File: src/rtl/signed_bcd_converter_pkg.sv
`default_nettype none
// ============================================================================
//  Module      : bcd_pkg
//  Description : Shared types and constants for the signed BCD converter.
//  Revision    : 1.0 - initial release
// ============================================================================
package bcd_pkg;

    localparam logic [3:0] BCD_MINUS  = 4'd10;
    localparam logic [3:0] BCD_BLANK  = 4'd11;
    localparam int         BCD_DIGITS = 3;

    typedef enum logic [1:0] {
        ST_IDLE    = 2'd0,
        ST_CONVERT = 2'd1,
        ST_FINISH  = 2'd2
    } state_e;

endpackage
`default_nettype wire

File: src/rtl/signed_bcd_converter_if.sv
`default_nettype none
// ============================================================================
//  Module      : signed_bcd_converter_if
//  Description : Request/result bundle between a requester (master) and the
//                converter (slave).
//  Revision    : 1.0 - initial release
// ============================================================================
interface signed_bcd_converter_if #(
    parameter int WIDTH = 8
);
    logic             start;
    logic [WIDTH-1:0] value;
    logic             busy;
    logic             done;
    logic             negative_sign;
    logic [3:0]       dig2;
    logic [3:0]       dig1;
    logic [3:0]       dig0;

    modport master (
        output start, value,
        input  busy, done, negative_sign, dig2, dig1, dig0
    );

    modport slave (
        input  start, value,
        output busy, done, negative_sign, dig2, dig1, dig0
    );
endinterface
`default_nettype wire

File: src/rtl/signed_bcd_converter_bcd_add3_stage.sv
`default_nettype none
// ============================================================================
//  Module      : bcd_add3_stage
//  Description : Double-dabble digit correction: add 3 when the digit is >= 5
//                so the following left shift carries correctly into the next
//                decade.
//  Revision    : 1.0 - initial release
// ============================================================================
module bcd_add3_stage (
    input  logic [3:0] digit_in,
    output logic [3:0] digit_out
);

    // Correct a single scratch digit ahead of the shift
    always_comb begin
        digit_out = (digit_in >= 4'd5) ? (digit_in + 4'd3) : digit_in;
    end

endmodule
`default_nettype wire

File: src/rtl/signed_bcd_converter.sv
`default_nettype none
// ============================================================================
//  Module      : signed_bcd_converter
//  Description : Sequential two's-complement to sign + 3-digit BCD converter
//                using one double-dabble iteration per clock.
//                Optional macro BCD_LEADING_BLANK_EN replaces leading zero
//                digits (hundreds, tens) with the blank code.
//  Revision    : 1.0 - initial release
// ============================================================================
import bcd_pkg::*;

module signed_bcd_converter #(
    parameter int WIDTH = 8
) (
    input  logic                    clk,
    input  logic                    rst,
    signed_bcd_converter_if.slave   bus
);

    localparam int CW = $clog2(WIDTH + 1);
    localparam int SW = 4 * BCD_DIGITS;

    state_e           state;
    logic             sign_q;
    logic [WIDTH-1:0] mag_q;
    logic [SW-1:0]    scratch_q;
    logic [SW-1:0]    scratch_adj;
    logic [CW-1:0]    iter_q;
    logic [WIDTH-1:0] mag_in;

    logic             done_q;
    logic             neg_q;
    logic [3:0]       dig2_q;
    logic [3:0]       dig1_q;
    logic [3:0]       dig0_q;

    // Magnitude of the incoming value; the most negative input wraps to its
    // correct unsigned magnitude because the result is WIDTH bits unsigned.
    always_comb begin
        mag_in = bus.value[WIDTH-1] ? (WIDTH'(0) - bus.value) : bus.value;
    end

    generate
        for (genvar i = 0; i < BCD_DIGITS; i++) begin : g_add3
            bcd_add3_stage u_stage (
                .digit_in  (scratch_q[4*i +: 4]),
                .digit_out (scratch_adj[4*i +: 4])
            );
        end
    endgenerate

    // Control FSM and double-dabble datapath
    always_ff @(posedge clk or posedge rst) begin
        if (rst) begin
            state     <= ST_IDLE;
            sign_q    <= 1'b0;
            mag_q     <= '0;
            scratch_q <= '0;
            iter_q    <= '0;
        end else begin
            case (state)
                ST_IDLE, ST_FINISH: begin
                    // A start in FINISH is accepted so back-to-back requests
                    // are serviced without an idle gap.
                    if (bus.start) begin
                        sign_q    <= bus.value[WIDTH-1];
                        mag_q     <= mag_in;
                        scratch_q <= '0;
                        iter_q    <= '0;
                        state     <= ST_CONVERT;
                    end else begin
                        state <= ST_IDLE;
                    end
                end
                ST_CONVERT: begin
                    // The top scratch bit is always clear for |value| <= 512,
                    // so it can be dropped by the shift.
                    {scratch_q, mag_q} <= {scratch_adj[SW-2:0], mag_q, 1'b0};
                    iter_q             <= iter_q + 1'b1;
                    if (iter_q == CW'(WIDTH - 1)) begin
                        state <= ST_FINISH;
                    end
                end
                default: state <= ST_IDLE;
            endcase
        end
    end

    // Result registers: loaded once per conversion, held otherwise
    always_ff @(posedge clk or posedge rst) begin
        if (rst) begin
            done_q <= 1'b0;
            neg_q  <= 1'b0;
            dig2_q <= 4'd0;
            dig1_q <= 4'd0;
            dig0_q <= 4'd0;
        end else begin
            done_q <= 1'b0;
            if (state == ST_FINISH) begin
                done_q <= 1'b1;
                // A zero magnitude never reports a minus sign
                neg_q  <= sign_q & (|scratch_q);
                dig0_q <= scratch_q[3:0];
`ifdef BCD_LEADING_BLANK_EN
                dig2_q <= (scratch_q[11:8] == 4'd0) ? BCD_BLANK : scratch_q[11:8];
                dig1_q <= ((scratch_q[11:8] == 4'd0) && (scratch_q[7:4] == 4'd0))
                          ? BCD_BLANK : scratch_q[7:4];
`else
                dig2_q <= scratch_q[11:8];
                dig1_q <= scratch_q[7:4];
`endif
            end
        end
    end

    assign bus.busy          = (state == ST_CONVERT);
    assign bus.done          = done_q;
    assign bus.negative_sign = neg_q;
    assign bus.dig2          = dig2_q;
    assign bus.dig1          = dig1_q;
    assign bus.dig0          = dig0_q;

endmodule
`default_nettype wire

File: src/flat_wrapper.sv
// flat-port wrapper written by rule: the top's interface ports become plain ports
module signed_bcd_converter_flat 
#(
    parameter int WIDTH = 8
)
  (clk, rst, bus_start, bus_value, bus_busy, bus_done, bus_negative_sign, bus_dig2, bus_dig1, bus_dig0);
  signed_bcd_converter_if #(.WIDTH(WIDTH)) bus_i ();
  input  logic clk;
  input  logic rst;
  input wire logic [$bits(bus_i.start)-1:0] bus_start;
  input wire logic [$bits(bus_i.value)-1:0] bus_value;
  output wire logic [$bits(bus_i.busy)-1:0] bus_busy;
  output wire logic [$bits(bus_i.done)-1:0] bus_done;
  output wire logic [$bits(bus_i.negative_sign)-1:0] bus_negative_sign;
  output wire logic [$bits(bus_i.dig2)-1:0] bus_dig2;
  output wire logic [$bits(bus_i.dig1)-1:0] bus_dig1;
  output wire logic [$bits(bus_i.dig0)-1:0] bus_dig0;
  assign bus_i.start = bus_start;
  assign bus_i.value = bus_value;
  assign bus_busy = bus_i.busy;
  assign bus_done = bus_i.done;
  assign bus_negative_sign = bus_i.negative_sign;
  assign bus_dig2 = bus_i.dig2;
  assign bus_dig1 = bus_i.dig1;
  assign bus_dig0 = bus_i.dig0;
  signed_bcd_converter #(.WIDTH(WIDTH)) u_core (.clk(clk), .rst(rst), .bus(bus_i));
endmodule
File: config.mk
export PLATFORM = sky130hd
export DESIGN_NAME = signed_bcd_converter_flat
export DESIGN_NICKNAME = d
export VERILOG_FILES = /design/src/rtl/signed_bcd_converter_pkg.sv /design/src/rtl/signed_bcd_converter_if.sv /design/src/rtl/signed_bcd_converter_bcd_add3_stage.sv /design/src/rtl/signed_bcd_converter.sv /design/src/flat_wrapper.sv
export SDC_FILE = /design/constraint.sdc
export NUM_CORES = 1
export LEC_CHECK = 0
export BUFFER_PORTS_ARGS = -buffer_cell sky130_fd_sc_hd__buf_2
export CORE_ASPECT_RATIO = 1.4
export CORE_MARGIN = 1
export CORE_UTILIZATION = 35
export DETAILED_ROUTE_END_ITERATION = 6
export GPL_TIMING_DRIVEN = 1
export HOLD_SLACK_MARGIN = 0.02
export PLACE_DENSITY_LB_ADDON = 0.1
export SETUP_SLACK_MARGIN = 0.15
export SLEW_MARGIN = 20
export SYNTH_ARGS = -nofsm -noshare
export SYNTH_HDL_FRONTEND = slang
export SYNTH_HIERARCHICAL = 1
export SYNTH_SLANG_ARGS = --single-unit
File: constraint.sdc
create_clock -name clk -period 1.7 [get_ports clk]
set_input_delay 0.425 -clock clk [delete_from_list [all_inputs] [get_ports clk]]
set_output_delay 0.425 -clock clk [all_outputs]
set_load 0.02 [all_outputs]
* Yosys cells after proc, flatten, opt, wreduce, memory -nomap -nowiden
Cells that the tools add are included.
** Storage, ports and cells
- Bits of input ports :: 11
- Bits in latches :: 0
- Memories :: 0
- Register bits :: 41
- Output and inout port bits :: 15
- Word-level logic and storage cells :: 44
- Memory bits (read-only) :: 0
- Bits in writable memories :: 0
** Cells by class
- Magnitude comparators :: 3
- Multiplexer cells :: 14
- Equal/unequal tests :: 5
- Reductions and logical operators :: 6
- Shift-type cells :: 0
- Multipliers :: 0
- Div/mod/pow operators :: 0
- Add/subtract/negate cells :: 5
- Bitwise gates (word level) :: 1
** Operators by type and width (count)
- 12-bit one-hot mux with 2 select lines :: 1
- 8-bit 2-to-1 mux :: 2
- 8-bit one-hot mux with 2 select lines :: 1
- 4-bit by 3-bit >= comparator with 1-bit output, second input constant :: 3
- 12-bit 2-to-1 mux :: 1
- 4-bit 2-to-1 mux :: 3
- 12-bit OR reduction :: 1
- 4-bit by 2-bit adder with 4-bit output, second input constant :: 2
- 4-bit one-hot mux with 2 select lines :: 1
- 1-bit by 8-bit subtractor with 8-bit output, first input constant :: 1
- 4-bit by 1-bit adder with 4-bit output, second input constant :: 1
- 4-bit by 3-bit equality test with 1-bit output, second input constant :: 1
- 2-bit one-hot mux with 2 select lines :: 1
- 2-bit AND reduction :: 2
- 3-bit by 2-bit adder with 3-bit output, second input constant :: 1
- 3-bit 2-to-1 mux :: 1
- 2-bit by 1-bit equality test with 1-bit output, second input constant :: 1
- 2-bit equality test, second input constant :: 1
- 2-bit logical NOT :: 1
- 1-bit 2-to-1 mux :: 2
- 2-bit 2-to-1 mux :: 1
- 2-bit by 1-bit != test with 1-bit output, second input constant :: 1
- 2-bit != test, second input constant :: 1
- 2-bit nonzero test :: 1
- 2 further kinds :: 2

* Longest topological paths before layout
- Depth in word-level cells :: 4
- Mapped depth :: 6
- Depth with buffers taken out :: 6

* Modules after synthesis
Netlist, hierarchy kept.
** By module, submodules not included
- signed_bcd_converter :: area an instance 1764.2 sq um, sequential area each 1026.0 sq um, times used 1, cells an instance 143
- bcd_add3_stage :: area an instance 101.3 sq um, sequential area each 0.0 sq um, times used 3, cells an instance 16

* Worst setup path after synthesis
No wires, ideal clock.
- Kind :: flip-flop to flip-flop
- Start :: register u_core.scratch_q[8]
- End :: register u_core.scratch_q[10]
- Buffers on the path :: 0
- Clock period less this slack :: 1354 ps
- Setup time :: 121 ps
- Data required time :: 1579 ps
- Setup slack :: 346 ps
- Data arrival time :: 1233 ps
- Stages on the path, launching flop included :: 6
- Path through :: dfrtp_1 -> ha_1 -> nand2b_1 -> a21oi_2 -> mux2i_1 -> a22o_1
** Between the ends
- Longest elaborated chain between the ends :: 3
- Elaborated cells between the ends (all ways) :: 4
- Those cells by class :: 1 x add/sub; 1 x order compare; 2 x mux
** RTL lines
- start: declaration :: RTL line signed_bcd_converter.sv:26 : logic [SW-1:0] scratch_q;
- start signal: assignment :: RTL line signed_bcd_converter.sv:78 : {scratch_q, mag_q} <= {scratch_adj[SW-2:0], mag_q, 1'b0};
- 4-bit by 3-bit >= comparator with 1-bit output / 3-bit by 2-bit adder with 3-bit output (equally long branches) :: RTL line signed_bcd_converter_bcd_add3_stage.sv:16 : digit_out = (digit_in >= 4'd5) ? (digit_in + 4'd3) : digit_in;
- 3-bit 2-to-1 mux (*) :: RTL line signed_bcd_converter_bcd_add3_stage.sv:16
- via u_core.scratch_adj[9] :: RTL line signed_bcd_converter.sv:27 : logic [SW-1:0] scratch_adj;
- 12-bit one-hot mux with 2 select lines (*) :: RTL line signed_bcd_converter.sv:61 : case (state)
The timed path passes the listed nets; every way through them passes the cells marked *.
A chain may end at the register's enable or synchronous reset.

* Worst setup path in the final report
- Start :: register u_core.state[0]
- End :: output bus_busy
** Between the ends
- Longest elaborated chain between the ends :: 1
** RTL lines
- start: declaration :: RTL line signed_bcd_converter.sv:23 : state_e state;
- start signal: assignment :: RTL line signed_bcd_converter.sv:55 : state <= ST_IDLE;
- start signal: assignment :: RTL line signed_bcd_converter.sv:70 : state <= ST_CONVERT;
- start signal: assignment :: RTL line signed_bcd_converter.sv:72 : state <= ST_IDLE;
- 2-bit by 1-bit equality test with 1-bit output :: RTL line signed_bcd_converter.sv:116 : assign bus.busy = (state == ST_CONVERT);
- end: declaration :: RTL line flat_wrapper.sv:12 : output wire logic [$bits(bus_i.busy)-1:0] bus_busy;
Every way passes these cells.

==> results_dict.tcl <==
set metrics [dict create \
    status "complete, no violations" \
    grt_usage 0.154 \
    core-area_um2 5570 \
    final.min_clock_period_ps 1490 \
    ant_nets 0 \
    cp_max_fo 10 \
    grt_max_degree 42 \
    slowest_delay_ps 430 \
    layout_common_cells "dfrtp_1 (40), buf_2 (24), nand2_1 (22), buf_4 (20)" \
    die_h_um 92.5 \
    multi_input_area_um2 925 \
    dieArea_um2 6170 \
    timing.final.max_slew_violations 0 \
    syn_inst 187 \
    clk_pin_slew_ps 80 \
    antenna_found_initial 0 \
    fmax_mhz 671 \
    grt_pass1_wl_um 7160 \
    postCtsHoldBufs 0 \
    viasPerCell 5.05 \
    syn_to_final_growth_pct 20.3 \
    critical_path_arrival_ps 1070 \
    crit_chain "nand2b_4 -> clkinv_8 -> buf_4" \
    syn_area_um2 2050 \
    dp_slack_ps 220 \
    p_leak_nw 1.24 \
    ys_warn_count 6 \
    power.density_nw_per_um2 1850 \
    drv_cap 0 \
    hold_viol 0 \
    required_ps 1270 \
    post-route-period-util 0.877 \
    rsz0062_at_grt "true" \
    final_common_cell "dfrtp_1" \
    fin_nets 250 \
    htreeDepth 2 \
    setup_ws_ps 209 \
    setup_viol 0 \
    worstSkewPairLatency_ps 300 \
    boundaryPins 26 \
    dr.pass1.iters 4 \
    drc 0 \
    post_synth.cell_area_avg_um2 11.0 \
    place_congestion 0.767 \
    detail_route.wl_per_cell_um 13.8 \
    dp_hpwl_um 2940 \
    setup_tns_ps 0 \
    nFillCells 543 \
    vias 1515 \
    clock_skew_ps 11.5 \
    start_util 0.368 \
    hp-class "in -> async" \
    ir_drop_mv 0.550 \
    die_w_um 66.7 \
    wl_um 4150 \
    first_iter_violations 32 \
    grt_remaining_overflow 0 \
    max_slew_margin 0.651 \
    portBuffers 25 \
    end_kind "output port" \
    startpoint_type "register" \
    cts_made_buffers 5 \
    clock_path_buffers 2 \
    critPathKind "reg -> out" \
    rows 32 \
    grt_pass1_vias 1561 \
    seqCellArea_um2 1030 \
    synth_fp_nets 206 \
    cp_slowest_cell "dfrtp_2" \
    cts_root_buf "clkbuf_8" \
    drive_gt1_frac 0.336 \
    worst_pin_slew_ps 524 \
    cts_tree "done" \
    clock-sinks 41 \
    diodes 0 \
]
[cell type report]
class / count / share of cell area
clock buffer: 6 / 0.0335
clock inverter: 2 / 0.00558
inverter: 13 / 0.0249
multi-input combinational: 126 / 0.375
sequential: 41 / 0.417
tap: 68 / 0.0345
timing repair buffer: 44 / 0.110
[report_power, final]
part / internal (mW) / leakage [nW] / total (mW) / switching (mW)
sequential: 1.38 / 0.532 / 1.72 / 0.346
clock: 0.329 / 0.0512 / 0.681 / 0.351
combinational: 1.08 / 0.654 / 2.15 / 1.07
[final timing paths]
| kind | cells after the start | startpoint | slack (ps) | end |
|---|---|---|---|---|
| worst min-delay path | 3 | rst | 250 | u_core/iter_q[2] |
| worst min register to register | 1 | u_core/iter_q[3] | 490 | u_core/state[1] |
| worst max register to register | 5 | u_core/scratch_q[4] | 220 | u_core/scratch_q[6] |
| worst max-delay path | 3 | u_core/state[0] | 210 | bus_busy |
| max in group asynchronous | 3 | rst | 1070 | u_core/state[0] |
| min in group clk | 3 | bus_value[4] | 440 | u_core/mag_q[4] |
[stage by stage]
step / cells / hold WS [ps] / area, um^2 / utilization / total power [mW]
3_3_place_gp: 281 / 465 / 2270 / 0.407 / 3.64
6_report: 300 / 246 / 2460 / 0.443 / 4.55
3_5_place_dp: 281 / 482 / 2270 / 0.407 / 3.70
4_1_cts: 290 / 261 / 2390 / 0.429 / 4.44
5_1_grt: 300 / 294 / 2460 / 0.443 / 4.96
2_1_floorplan: 187 / 442 / 2050 / - / 3.17
[worst max-delay path: cells and delay by family (launching register included)]
kind | cells | cell delay [ps]
flip-flops | 1 | 430
AND/OR/NAND/NOR | 1 | 110
buffers and inverters | 2 | 240
[flip-flops by register name, summed over array words and instances, names as in the netlist]
register	cells
u_core/mag_q	8
u_core/bus.dig0	4
u_core/bus.negative_sign	1
u_core/scratch_q	12
u_core/bus.done	1
u_core/bus.dig1	4
u_core/bus.dig2	4
u_core/iter_q	4
u_core/sign_q	1
u_core/state	2
[metal layers]
| metal | wire length, um | track usage | vias to the layer above |
|---|---|---|---|
| met1 | 1740 | 0.177 | 742 |
| met3 | 116 | 0.0333 | 5 |
| met5 | 0 | 0 | - |
| li1 | - | - | 743 |
| met2 | 2230 | 0.272 | 25 |
| met4 | 71 | 0.0532 | 0 |
[what timing repair did]
item	4_1_cts	5_1_grt
resized for setup	4	2
setup endpoints to repair	1	6
buffers inserted	1	10
pin swaps	0	1
Note: power is estimated with default switching activity, not from simulation.
